--- config.mk ---
export PLATFORM = sky130hd
export DESIGN_NAME = seq_pace_timer
export DESIGN_NICKNAME = d
export VERILOG_FILES = /design/src/rtl/seq_pace_timer.sv
export SDC_FILE = /design/constraint.sdc
export NUM_CORES = 1
export LEC_CHECK = 0
export CAP_MARGIN = 10
export CORE_MARGIN = 1.5
export CORE_UTILIZATION = 60
export DETAILED_ROUTE_END_ITERATION = 12
export DONT_BUFFER_PORTS = 1
export MAX_ROUTING_LAYER = met4
export PLACE_DENSITY = 0.76
export SLEW_MARGIN = 30
export SYNTH_ARGS = -nofsm -noshare
export SYNTH_HDL_FRONTEND = slang
export SYNTH_SLANG_ARGS = --single-unit
--- constraint.sdc ---
create_clock -name clk -period 3.45 [get_ports clk]
set_input_delay 0.345 -clock clk [delete_from_list [all_inputs] [get_ports clk]]
set_output_delay 0.345 -clock clk [all_outputs]
set_load 0.02 [all_outputs]
--- src/rtl/seq_pace_timer.sv ---
// Pacing timer for the sequence-display phase: times show/blank intervals in prescaled ticks
// and owns the speed register that shortens the show interval as the game speeds up.
module seq_pace_timer #(
    parameter int TICK_DIV       = 500000,
    parameter int SPEED_W        = 5,
    parameter int SPEED_INIT     = 25,
    parameter int SPEED_STEP     = 1,
    parameter int SHOW_MIN_TICKS = 10,
    parameter int BLANK_TICKS    = 20
) (
    input  logic               clk,
    input  logic               reset,
    input  logic               show_ready,
    input  logic               blank_ready,
    input  logic               reset_clk,
    input  logic               decr_clk,
    output logic               goBlank,
    output logic               goShow,
    output logic               clk_zero,
    output logic [SPEED_W-1:0] speed,
    output logic [1:0]         phase
);

    localparam int CNT_W = SPEED_W + 8;
    localparam int PRE_W = $clog2(TICK_DIV);

    localparam logic [SPEED_W-1:0] INIT_V    = SPEED_W'(SPEED_INIT);
    localparam logic [SPEED_W-1:0] STEP_V    = SPEED_W'(SPEED_STEP);
    localparam logic [PRE_W-1:0]   PRE_LAST  = PRE_W'(TICK_DIV - 1);
    localparam logic [CNT_W-1:0]   BLANK_LEN = CNT_W'(BLANK_TICKS);
    localparam logic [CNT_W-1:0]   SHOW_MIN  = CNT_W'(SHOW_MIN_TICKS);

    // IDLE: waiting for a ready | SHOW_RUN/BLANK_RUN: timing | DONE: go held until controller moves
    typedef enum logic [1:0] {
        IDLE      = 2'd0,
        SHOW_RUN  = 2'd1,
        BLANK_RUN = 2'd2,
        DONE      = 2'd3
    } state_t;

    state_t             state;
    logic [PRE_W-1:0]   pre;
    logic [CNT_W-1:0]   cnt;
    logic               tick;
    logic [CNT_W-1:0]   show_len;
    logic [SPEED_W-1:0] speed_next;

    assign tick     = (pre == PRE_LAST);
    assign show_len = CNT_W'(speed) + SHOW_MIN;
    assign phase    = state;

    always_ff @(posedge clk or posedge reset) begin
        if (reset) begin
            state   <= IDLE;
            pre     <= '0;
            cnt     <= '0;
            goBlank <= 1'b0;
            goShow  <= 1'b0;
        end else begin
            case (state)
                IDLE: begin
                    pre     <= '0;
                    goBlank <= 1'b0;
                    goShow  <= 1'b0;
                    if (show_ready) begin
                        state <= SHOW_RUN;
                        cnt   <= show_len;
                    end else if (blank_ready) begin
                        state <= BLANK_RUN;
                        cnt   <= BLANK_LEN;
                    end
                end
                SHOW_RUN: begin
                    if (!show_ready && !blank_ready) begin
                        state <= IDLE;
                        pre   <= '0;
                    end else if (!show_ready) begin
                        state <= BLANK_RUN;
                        cnt   <= BLANK_LEN;
                        pre   <= '0;
                    end else if (tick) begin
                        pre <= '0;
                        if (cnt <= CNT_W'(1)) begin
                            state   <= DONE;
                            cnt     <= '0;
                            goBlank <= 1'b1;
                        end else begin
                            cnt <= cnt - CNT_W'(1);
                        end
                    end else begin
                        pre <= pre + PRE_W'(1);
                    end
                end
                BLANK_RUN: begin
                    // show_ready wins when both readies are high
                    if (show_ready) begin
                        state <= SHOW_RUN;
                        cnt   <= show_len;
                        pre   <= '0;
                    end else if (!blank_ready) begin
                        state <= IDLE;
                        pre   <= '0;
                    end else if (tick) begin
                        pre <= '0;
                        if (cnt <= CNT_W'(1)) begin
                            state  <= DONE;
                            cnt    <= '0;
                            goShow <= 1'b1;
                        end else begin
                            cnt <= cnt - CNT_W'(1);
                        end
                    end else begin
                        pre <= pre + PRE_W'(1);
                    end
                end
                DONE: begin
                    pre <= '0;
                    if (goBlank) begin
                        if (!show_ready) begin
                            goBlank <= 1'b0;
                            if (blank_ready) begin
                                state <= BLANK_RUN;
                                cnt   <= BLANK_LEN;
                            end else begin
                                state <= IDLE;
                            end
                        end
                    end else begin
                        if (show_ready) begin
                            goShow <= 1'b0;
                            state  <= SHOW_RUN;
                            cnt    <= show_len;
                        end else if (!blank_ready) begin
                            goShow <= 1'b0;
                            state  <= IDLE;
                        end
                    end
                end
                default: state <= IDLE;
            endcase
        end
    end

    always_comb begin
        speed_next = speed;
        if (reset_clk)
            speed_next = INIT_V;
        else if (decr_clk)
            speed_next = (speed < STEP_V) ? '0 : speed - STEP_V;
    end

    always_ff @(posedge clk or posedge reset) begin
        if (reset) begin
            speed    <= INIT_V;
            clk_zero <= (INIT_V == '0);
        end else begin
            speed    <= speed_next;
            clk_zero <= (speed_next == '0);
        end
    end

endmodule

==> results of run 1 <==
## kinds of logic after synthesis
family | after synthesis | share of synthesized area [%]
AO/OA/AOI/OAI | 86 | 19.81
XOR/XNOR | 20 | 5.838
adder cells (fa/ha/maj) | 12 | 5.004
buffers and inverters | 33 | 4.295
flip-flops | 42 | 35.15
multiplexers | 3 | 1.043
AND/OR/NAND/NOR | 151 | 28.86
## metrics by stage
step	area (um^2)	hold slack, ns	power (mW)	utilization [%]
after floorplan	3000	0.4329	1.392	-
after CTS	3137	0.06512	1.973	65.97
after global routing	3137	0.08119	2.124	65.97
after global placement	3027	0.3837	1.562	63.66
final	3137	0.03580	1.993	65.97
after detailed placement	3027	0.3954	1.579	63.66
## sequential cells by signal (all words and copies together), names as in the netlist
signal / count
phase: 2
speed: 5
clk_zero: 1
goShow: 1
cnt: 13
pre: 19
goBlank: 1
## path summary, 6_finish.rpt
check,slack (ns),cells after the start,endpoint,startpoint
worst max-delay path,0.72,7,cnt[1]$_DFFE_PP0P_,phase[0]$_DFFE_PP0P_
worst min-delay path,0.04,2,clk_zero$_DFF_PP0_,reset
worst max register to register,0.72,7,cnt[1]$_DFFE_PP0P_,phase[0]$_DFFE_PP0P_
worst min register to register,0.48,1,pre[0]$_DFF_PP0_,pre[0]$_DFF_PP0_
max in group asynchronous,3.04,2,speed[0]$_DFF_PP1_,reset
min in group clk,0.17,1,speed[3]$_DFF_PP1_,reset_clk
## per-layer routing
metal / up-vias / part of all wire (%) / wire length [um]
li1: 1257 / - / -
met1: 1209 / 45 / 3012
met2: 87 / 47 / 3142
met3: 19 / 5.2 / 345
met4: 0 / 2.4 / 159
met5: - / 0 / 0
## power groups by stage
| stage | clock, mW | combinational [mW] | sequential, mW |
|---|---|---|---|
| after floorplan | 0 | 0.750 | 0.642 |
| after global placement | 0 | 0.878 | 0.683 |
| after detailed placement | 0 | 0.892 | 0.687 |
| after CTS | 0.398 | 0.898 | 0.677 |
| after global routing | 0.421 | 1.01 | 0.690 |
| final | 0.393 | 0.918 | 0.681 |
## layout make-up
type,count,area [um^2]
multi-input combinational,272,1817
fill,398,1618
sequential,42,1055
tap,67,83.83
clock buffer,6,72.57
inverter,17,63.81
clock inverter,2,37.54
timing repair buffer,1,7.507
## cell usage after synthesis, types with 3 or more instances
| library cell | instances |
|---|---|
| nor2_1 | 40 |
| dfrtp_1 | 39 |
| nand2_1 | 23 |
| a21oi_1 | 20 |
| inv_1 | 17 |
| nand3_1 | 17 |
| o21ai_0 | 15 |
| clkbuf_1 | 12 |
| ha_1 | 12 |
| xor2_1 | 12 |
| a31oi_1 | 10 |
| nand4_1 | 9 |
| nor3_1 | 8 |
| xnor2_1 | 8 |
| nor2b_1 | 5 |
| o211ai_1 | 5 |
| and3_1 | 4 |
| and4_1 | 4 |
| buf_2 | 4 |
| nor3b_1 | 4 |
| nor4_1 | 4 |
| or2_2 | 4 |
| a21o_1 | 3 |
| and2_1 | 3 |
| dfstp_2 | 3 |
| nand2b_1 | 3 |
| nor4b_1 | 3 |
| o31ai_1 | 3 |
| or3_1 | 3 |
==> impl_metrics.csv, run 1 <==
group,metric,value,unit
sta,tightest_slew,0.7897,ns
pwr,power_frac_comb,46.1,%
hold_path,hold_path.class,"input pin to async pin",
sta,period_minus_slack,2.730,ns
global_routing,grtUsageTotal,26.75,%
sta,slew_viol_final,0,
finish,final_cell_mix,"40 x nor2_1, 39 x dfrtp_1, 23 x nand2_1",
worst_setup_path,crit_chain,"inv_1 > ha_1 > nor2_1 > o211ai_1 > nor2_1 > o21ai_0 > a211o_1",
global_routing,grt_overflow,0,
synth,synth.area.top_cells,"dfrtp_1 33%, ha_1 5.0%, nor2_1 5.0%",
finish,area_growth,4.545,%
clock_network,postCtsSetupBuffers,0,
pwr,power.leakage,1.251,nW
global_routing,grt_antenna_before_repair,0,
sta,fmax,366.3,MHz
placement,pre_cts_ws,0.7721,ns
synth,yosysTopAreaCellShare,32.53,%
global_routing,grt_pass1_wl,10.80,mm
pwr,power_density,635.2,nW/um^2
clock_network,numCtsBuffers,5,
synth,synth_area_per_cell,8.647,um^2
sta,tns,0,ns
clock_network,h-tree-depth,2,
detailed_routing,drc_errors,0,
clock_network,clk_latency,0.30,ns
synth,async_flop_share,100.0,%
pwr,p_sw_share,43.83,%
placement,dp_hpwl,4.796,mm
placement,placed_cells,399,
synth,syn_area,3000,um^2
pwr,seqPwrFrac,34.2,%
sta,slew-limit-headroom,47.12,%
clock_network,clkSlewWorstSetupHoldPaths,0.08,ns
worst_setup_path,slowest_stage,"dfrtp_1",
synth,yosysWarnings,0,
pwr,clock_power_share,19.7,%
detailed_routing,wirelength,6.660,mm
floorplan,die-width,73.72,um
floorplan,die_area,5434,um^2
placement,gp_congestion,0.9864,
pwr,power.net_switching,873.4,uW
worst_setup_path,cpMostUsedCell,"nor2_1",
run,drv_cap,0,
worst_setup_path,crit_family,"compound AO/OA/AOI/OAI gates",
pwr,internal_power,1.119,mW
sta,min_period_over_period,79.14,%
sta,worst_slack,0.7198,ns
sta,fin_skew,0.006771,ns
detailed_routing,first_pass_iters,5,
finish,antenna_cells,0,
finish,drive_above_1_share,8.824,%
worst_setup_path,cp_num_buf_inv,1,
global_routing,grtUsageMet1,33.57,%
sta,hold_violations,0,
worst_setup_path,arrival,2.92,ns
detailed_routing,viasPerCell,6.319,
synth,yosysTopAreaCell,"dfrtp_1",
floorplan,die_y,73.72,um
global_routing,use_met2,42.14,%
outcome,outcome,"complete, no violations",
clock_network,root_buffer,"clkbuf_8",
detailed_routing,drt-initial-drc-count,210,
worst_setup_path,critPathRequiredTime,3.64,ns
floorplan,row_count,25,
worst_setup_path,path_max_fanout,11,
floorplan,io_pins,16,
worst_setup_path,start_kind,"register",
detailed_routing,vias,2572,
global_routing,grt_max_degree,43,
synth,synth_cells,347,
detailed_routing,ant_nets,0,
clock_network,cts_tree,"built",
synth,syn-num-nets,365,
clock_network,ctsResizeCount,0,
sta,setup_viol,0,
synth,synthFlopType,"dfrtp_1",
global_routing,gr-usage-met3,5.350,%
clock_network,numClockSinks,42,
worst_setup_path,crit_path_end_kind,"register",
placement,io_buffer_count,0,
finish,final_nets,357,
synth,synth_cell_type_count,65,
finish,instances_no_fill,407,
worst_setup_path,cpPeakStageDelay,0.54,ns
finish,final_common_cell,"nor2_1",
global_routing,grt_pass1_vias,2343,
synth,synth-seq-cells,42,
pwr,irDropWorstVdd,301.0,uV
clock_network,hold_buffers,0,
synth,synth_edf_count,0,
detailed_routing,wl_per_cell,16.36,um
clock_network,clock_path_buffers,2,
worst_setup_path,critPathKind,"register to register",
global_routing,grt_busiest_layer,"met2",
sta,rsz0062_at_grt,"no",
floorplan,coreArea,4755,um^2
floorplan,initial_core_util,63.11,%
synth,ys_seq_area_share,35.15,%
Power figures use the tool's default switching activity.
==> inputs of run 2 (changes only) <==
--- a/config.mk
+++ b/config.mk
@@ -7,7 +7,7 @@
 export LEC_CHECK = 0
 export CAP_MARGIN = 10
 export CORE_MARGIN = 1.5
-export CORE_UTILIZATION = 60
+export CORE_UTILIZATION = 58
 export DETAILED_ROUTE_END_ITERATION = 12
 export DONT_BUFFER_PORTS = 1
 export MAX_ROUTING_LAYER = met4
==> constraint.sdc (replaced) <==
create_clock -name clk -period 2.4 [get_ports clk]
set_input_delay 0.24 -clock clk [delete_from_list [all_inputs] [get_ports clk]]
set_output_delay 0.24 -clock clk [all_outputs]
set_load 0.02 [all_outputs]
==> impl_metrics.csv, run 2 (synthesis gave the netlist of run 1 again) <==
group,metric,value,unit
sta,setup_viol,0,
finish,final_nets,376,
finish,antenna_cells,0,
outcome,outcome,"complete, no violations",
sta,slew_viol_final,0,
clock_network,h-tree-depth,2,
worst_setup_path,crit_chain,"or4_4 > nor4_4 > nand4_1 > nor3_1 > a2bb2oi_1",
global_routing,grt_pass1_wl,11.48,mm
finish,seq_area,1055,um^2
finish,final_cell_mix,"40 x nor2_1, 39 x dfrtp_1, 23 x nand2_1",
global_routing,grt_pass1_vias,2421,
floorplan,coreArea,4848,um^2
pwr,power.leakage,1.344,nW
sta,tightest_slew,0.7638,ns
placement,gp_congestion,0.9670,
global_routing,grt_overflow,0,
finish,reg_top3,"pre x19, cnt x13, speed x5",
finish,multi_input_area,1823,um^2
clock_network,numClockSinks,42,
floorplan,die_y,74.93,um
worst_setup_path,arrival,2.44,ns
floorplan,die-width,74.93,um
clock_network,root_buffer,"clkbuf_8",
clock_network,postCtsSetupBuffers,0,
worst_setup_path,crit_start,"cnt[8]$_DFFE_PP0P_",
run,drv_cap,0,
pwr,power_density,884.7,nW/um^2
finish,regMostFlops,"pre",
global_routing,grtUsageTotal,27.99,%
detailed_routing,drt-initial-drc-count,288,
detailed_routing,vias,2732,
worst_setup_path,r2r_cells,5,
floorplan,io_pins,16,
global_routing,grt_max_degree,26,
placement,io_buffer_count,0,
detailed_routing,viasPerCell,6.413,
sta,slew-limit-headroom,48.76,%
worst_setup_path,r2r-end,"goShow$_DFFE_PP0P_",
clock_network,numCtsBuffers,5,
clock_network,cts_tree,"built",
worst_setup_path,start_kind,"register",
worst_setup_path,path_max_fanout,7,
finish,post-route-util,67.33,%
finish,fillers,406,
detailed_routing,first_pass_iters,4,
detailed_routing,drc_errors,0,
finish,final_common_cell,"nor2_1",
hold_path,hp-start,"reset_clk",
sta,hold_violations,0,
finish,area_growth,8.799,%
pwr,irDropWorstVdd,495.2,uV
worst_setup_path,reg2reg_from,"cnt[8]$_DFFE_PP0P_",
worst_setup_path,crit_path_end_kind,"register",
placement,post_dp_cell_area,3162,um^2
worst_setup_path,cpPeakStageDelay,0.54,ns
hold_path,hold_path.class,"input pin to register",
detailed_routing,wirelength,7.235,mm
clock_network,clock_path_buffers,2,
sta,fmax,451.1,MHz
finish,largest_reg_flops,19,
sta,min_period_over_period,92.37,%
sta,rsz0062_at_grt,"no",
floorplan,initial_core_util,61.88,%
floorplan,row_count,25,
finish,drive_above_1_share,13.65,%
worst_setup_path,endpoint,"goShow$_DFFE_PP0P_",
detailed_routing,wl_per_cell,16.98,um
worst_setup_path,critPathRequiredTime,2.62,ns
placement,dp_hpwl,5.355,mm
floorplan,die_area,5614,um^2
worst_setup_path,r2r_setup_slack,0.18,ns
global_routing,grt_antenna_before_repair,0,
worst_setup_path,slowest_stage,"or4_4",
sta,tns,0,ns
worst_setup_path,critPathKind,"register to register",
clock_network,clk_latency,0.29,ns
sta,fin_skew,0.002861,ns
sta,period_minus_slack,2.217,ns
clock_network,clkSlewWorstSetupHoldPaths,0.08,ns
detailed_routing,ant_nets,0,
finish,fin_area,3264,um^2
[run 2: critical path: cells and delay by family (launching register included)]
kind               cells  cell delay, ns
DFF                    1            0.45
AOI/OAI and AO/OA      1            0.18
and+or+nand+nor        4            1.50
[run 2: metal layers]
metal  up-vias  share of wire, %  routed length (um)  GRT usage (%)
li1       1304                 -                   -              -
met1      1319                47                3378          39.78
met2       100                46                3308          40.51
met3         9               6.1                 443          5.221
met4         0               1.4                 103          8.687
met5         -                 0                   0              -
[run 2: report_power, final]
| part | leakage, nW | switching (mW) | internal [mW] |
|---|---|---|---|
| Combinational | 0.737 | 0.890 | 0.601 |
| Clock | 0.0452 | 0.253 | 0.206 |
| Sequential | 0.561 | 0.138 | 0.800 |
[run 2: metrics by stage]
stage               std cells  worst slack, ns  hold WS, ns  power (mW)
global placement          417           0.2486       0.2003       2.400
finish                    426           0.1831      0.06936       2.888
global route              426          0.02297      0.07118       3.070
floorplan                 347           0.2002       0.3613       2.001
detailed placement        417           0.1789       0.2003       2.409
CTS                       426           0.1719      0.06095       2.876
[run 2: how the worst min path moves through the flow]
stage / endpoint / slack (ns) / depth (start not counted)
final: speed[3]$_DFF_PP1_ / 0.07 / 1
after global routing: speed[4]$_DFF_PP1_ / 0.07 / 2
after CTS: speed[3]$_DFF_PP1_ / 0.06 / 1
after detailed placement: pre[13]$_DFF_PP0_ / 0.20 / 1
after global placement: pre[12]$_DFF_PP0_ / 0.20 / 1
after floorplan: speed[3]$_DFF_PP1_ / 0.36 / 1
[run 2: cell type report]
cell class	count	share of cell area, %
repair buffers	20	4.676
multi-input cells	272	55.85
inverters	17	1.955
well taps	67	2.568
clock buffers	6	2.223
flip-flops and latches	42	32.31
clock inverters	2	0.4216
[run 2: timing repair]
item / 4_1_cts / 5_1_grt
endpoints found under the setup margin: 0 / 2
resized for setup: 0 / 1
endpoints found under the hold margin: 16 / 0
hold buffers: 1 / 0
==> inputs of run 3 (changes only) <==
--- a/config.mk
+++ b/config.mk
@@ -10,6 +10,7 @@
 export CORE_UTILIZATION = 58
 export DETAILED_ROUTE_END_ITERATION = 12
 export DONT_BUFFER_PORTS = 1
+export GPL_TIMING_DRIVEN = 0
 export MAX_ROUTING_LAYER = met4
 export PLACE_DENSITY = 0.76
 export SLEW_MARGIN = 30
==> impl_metrics.csv, run 3 (synthesis gave the netlist of run 1 again) <==
group,metric,value,unit
sta,worst_slack,0.1094,ns
sta,period_minus_slack,2.291,ns
worst_setup_path,r2r_cells,5,
run,drv_cap,0,
worst_setup_path,slowest_stage,"or4_4",
clock_network,clock_path_buffers,2,
placement,placed_cells,415,
hold_path,worstHoldPathCells,1,
clock_network,numCtsBuffers,5,
finish,largest_reg_flops,19,
global_routing,grt_pass1_vias,2466,
floorplan,die_area,5614,um^2
pwr,internal_power,1.560,mW
clock_network,numClockSinks,42,
sta,slew-limit-headroom,53.79,%
finish,drive_above_1_share,12.68,%
sta,rsz0062_at_grt,"no",
pwr,clock_power_share,15.8,%
finish,regMostFlops,"pre",
sta,slew_viol_final,0,
global_routing,grt_overflow,0,
pwr,p_sw_share,45.56,%
hold_path,hold_end,"speed[3]$_DFF_PP1_",
worst_setup_path,crit_chain,"or4_4 > nor4_4 > nand4_1 > nor3_1 > a2bb2oi_1",
floorplan,row_count,25,
finish,reg_top3,"pre x19, cnt x13, speed x5",
pwr,power.net_switching,1.306,mW
detailed_routing,first_pass_iters,5,
detailed_routing,wirelength,7.101,mm
pwr,power_density,880.3,nW/um^2
floorplan,initial_core_util,61.88,%
worst_setup_path,cp_num_buf_inv,0,
global_routing,grt_antenna_before_repair,0,
worst_setup_path,r2r-end,"goShow$_DFFE_PP0P_",
global_routing,grt_pass1_wl,11.54,mm
clock_network,postCtsSetupBuffers,0,
placement,gp_congestion,0.9586,
floorplan,die_y,74.93,um
detailed_routing,drc_errors,0,
hold_path,hp-start,"reset_clk",
sta,tns,0,ns
outcome,outcome,"complete, no violations",
detailed_routing,vias,2714,
finish,area_growth,8.507,%
detailed_routing,viasPerCell,6.431,
pwr,irDropWorstVdd,468.7,uV
finish,antenna_cells,0,
detailed_routing,drt-initial-drc-count,253,
detailed_routing,ant_nets,0,
finish,final_nets,372,
global_routing,grtUsageTotal,27.90,%
sta,tightest_slew,0.6878,ns
global_routing,grt_max_degree,23,
worst_setup_path,r2r_setup_slack,0.11,ns
sta,fmax,436.6,MHz
worst_setup_path,arrival,2.51,ns
finish,final_cell_mix,"37 x nor2_1, 37 x dfrtp_1, 22 x nand2_1",
sta,fin_skew,0.006719,ns
detailed_routing,wl_per_cell,16.83,um
pwr,power_frac_comb,51.0,%
worst_setup_path,path_max_fanout,7,
floorplan,io_pins,16,
worst_setup_path,cpPeakStageDelay,0.56,ns
clock_network,clk_latency,0.29,ns
placement,dp_hpwl,5.218,mm
sta,hold_ws,0.07480,ns
floorplan,die-width,74.93,um
sta,hold_violations,0,
worst_setup_path,crit_path_end_kind,"register",
worst_setup_path,crit_family,"simple AND/OR/NAND/NOR gates",
worst_setup_path,start_kind,"register",
clock_network,clkSlewWorstSetupHoldPaths,0.08,ns
placement,io_buffer_count,0,
placement,pre_cts_ws,-0.2983,ns
sta,min_period_over_period,95.44,%
clock_network,root_buffer,"clkbuf_8",
worst_setup_path,reg2reg_from,"cnt[10]$_DFFE_PP0P_",
clock_network,cts_tree,"built",
clock_network,h-tree-depth,2,
hold_path,hold_path.class,"input pin to register",
worst_setup_path,critPathKind,"register to register",
worst_setup_path,critPathRequiredTime,2.62,ns
pwr,seqPwrFrac,33.3,%
floorplan,coreArea,4848,um^2
pwr,power.leakage,1.302,nW
sta,setup_viol,0,
finish,instances_no_fill,422,
-- run 3: cell count changes in the layout (fill, tap and decap cells not counted), moves of 3 or more --
cell      delta
nor2_1       -3
buf_4       -19
clkbuf_1    +10
buf_2        +4
nor2_2       +3
-- run 3: worst max-delay path by stage --
stage | start | to | cells after the start
after detailed placement | phase[0]$_DFFE_PP0P_ | cnt[10]$_DFFE_PP0P_ | 8
final | cnt[10]$_DFFE_PP0P_ | goShow$_DFFE_PP0P_ | 5
after global routing | phase[1]$_DFFE_PP0P_ | pre[16]$_DFF_PP0_ | 8
after CTS | phase[0]$_DFFE_PP0P_ | cnt[10]$_DFFE_PP0P_ | 8
after floorplan | phase[0]$_DFFE_PP0P_ | cnt[10]$_DFFE_PP0P_ | 8
after global placement | phase[0]$_DFFE_PP0P_ | cnt[1]$_DFFE_PP0P_ | 8
-- run 3: layout make-up --
type,instances,area (um^2)
repair buffers,2,37.54
inverters,17,63.81
clock inverters,1,7.507
multi-input cells,272,1871
fillers,432,1593
plain buffers,14,58.81
well taps,67,83.83
clock buffers,7,76.32
flip-flops and latches,42,1057
-- run 3: what timing repair did --
action	CTS	global route
hold endpoints to repair	17	0
hold buffers	1	0
setup endpoints to repair	19	20
resized for setup	7	8
pin swaps	0	2
cloned	0	0
-- run 3: power groups by stage --
stage	clock, mW	combinational (mW)	sequential, mW
3_3_place_gp	0	1.35	0.949
6_report	0.452	1.46	0.953
3_5_place_dp	0	1.37	0.952
2_1_floorplan	0	1.08	0.923
5_1_grt	0.485	1.61	0.967
4_1_cts	0.460	1.41	0.943
-- run 3: metrics by stage --
stage	util, %	area, um^2	power [mW]
detailed placement	64.18	3112	2.327
finish	67.15	3256	2.866
floorplan	-	3000	2.001
global route	67.15	3256	3.060
CTS	66.55	3227	2.811
global placement	63.61	3084	2.299
-- run 3: per-layer routing --
layer	share of wire, %	vias up	global-route usage, %
li1	-	1297	-
met2	45	100	39.63
met3	5.3	12	4.418
met5	0	-	-
met1	48	1305	41.00
met4	1.8	0	8.081
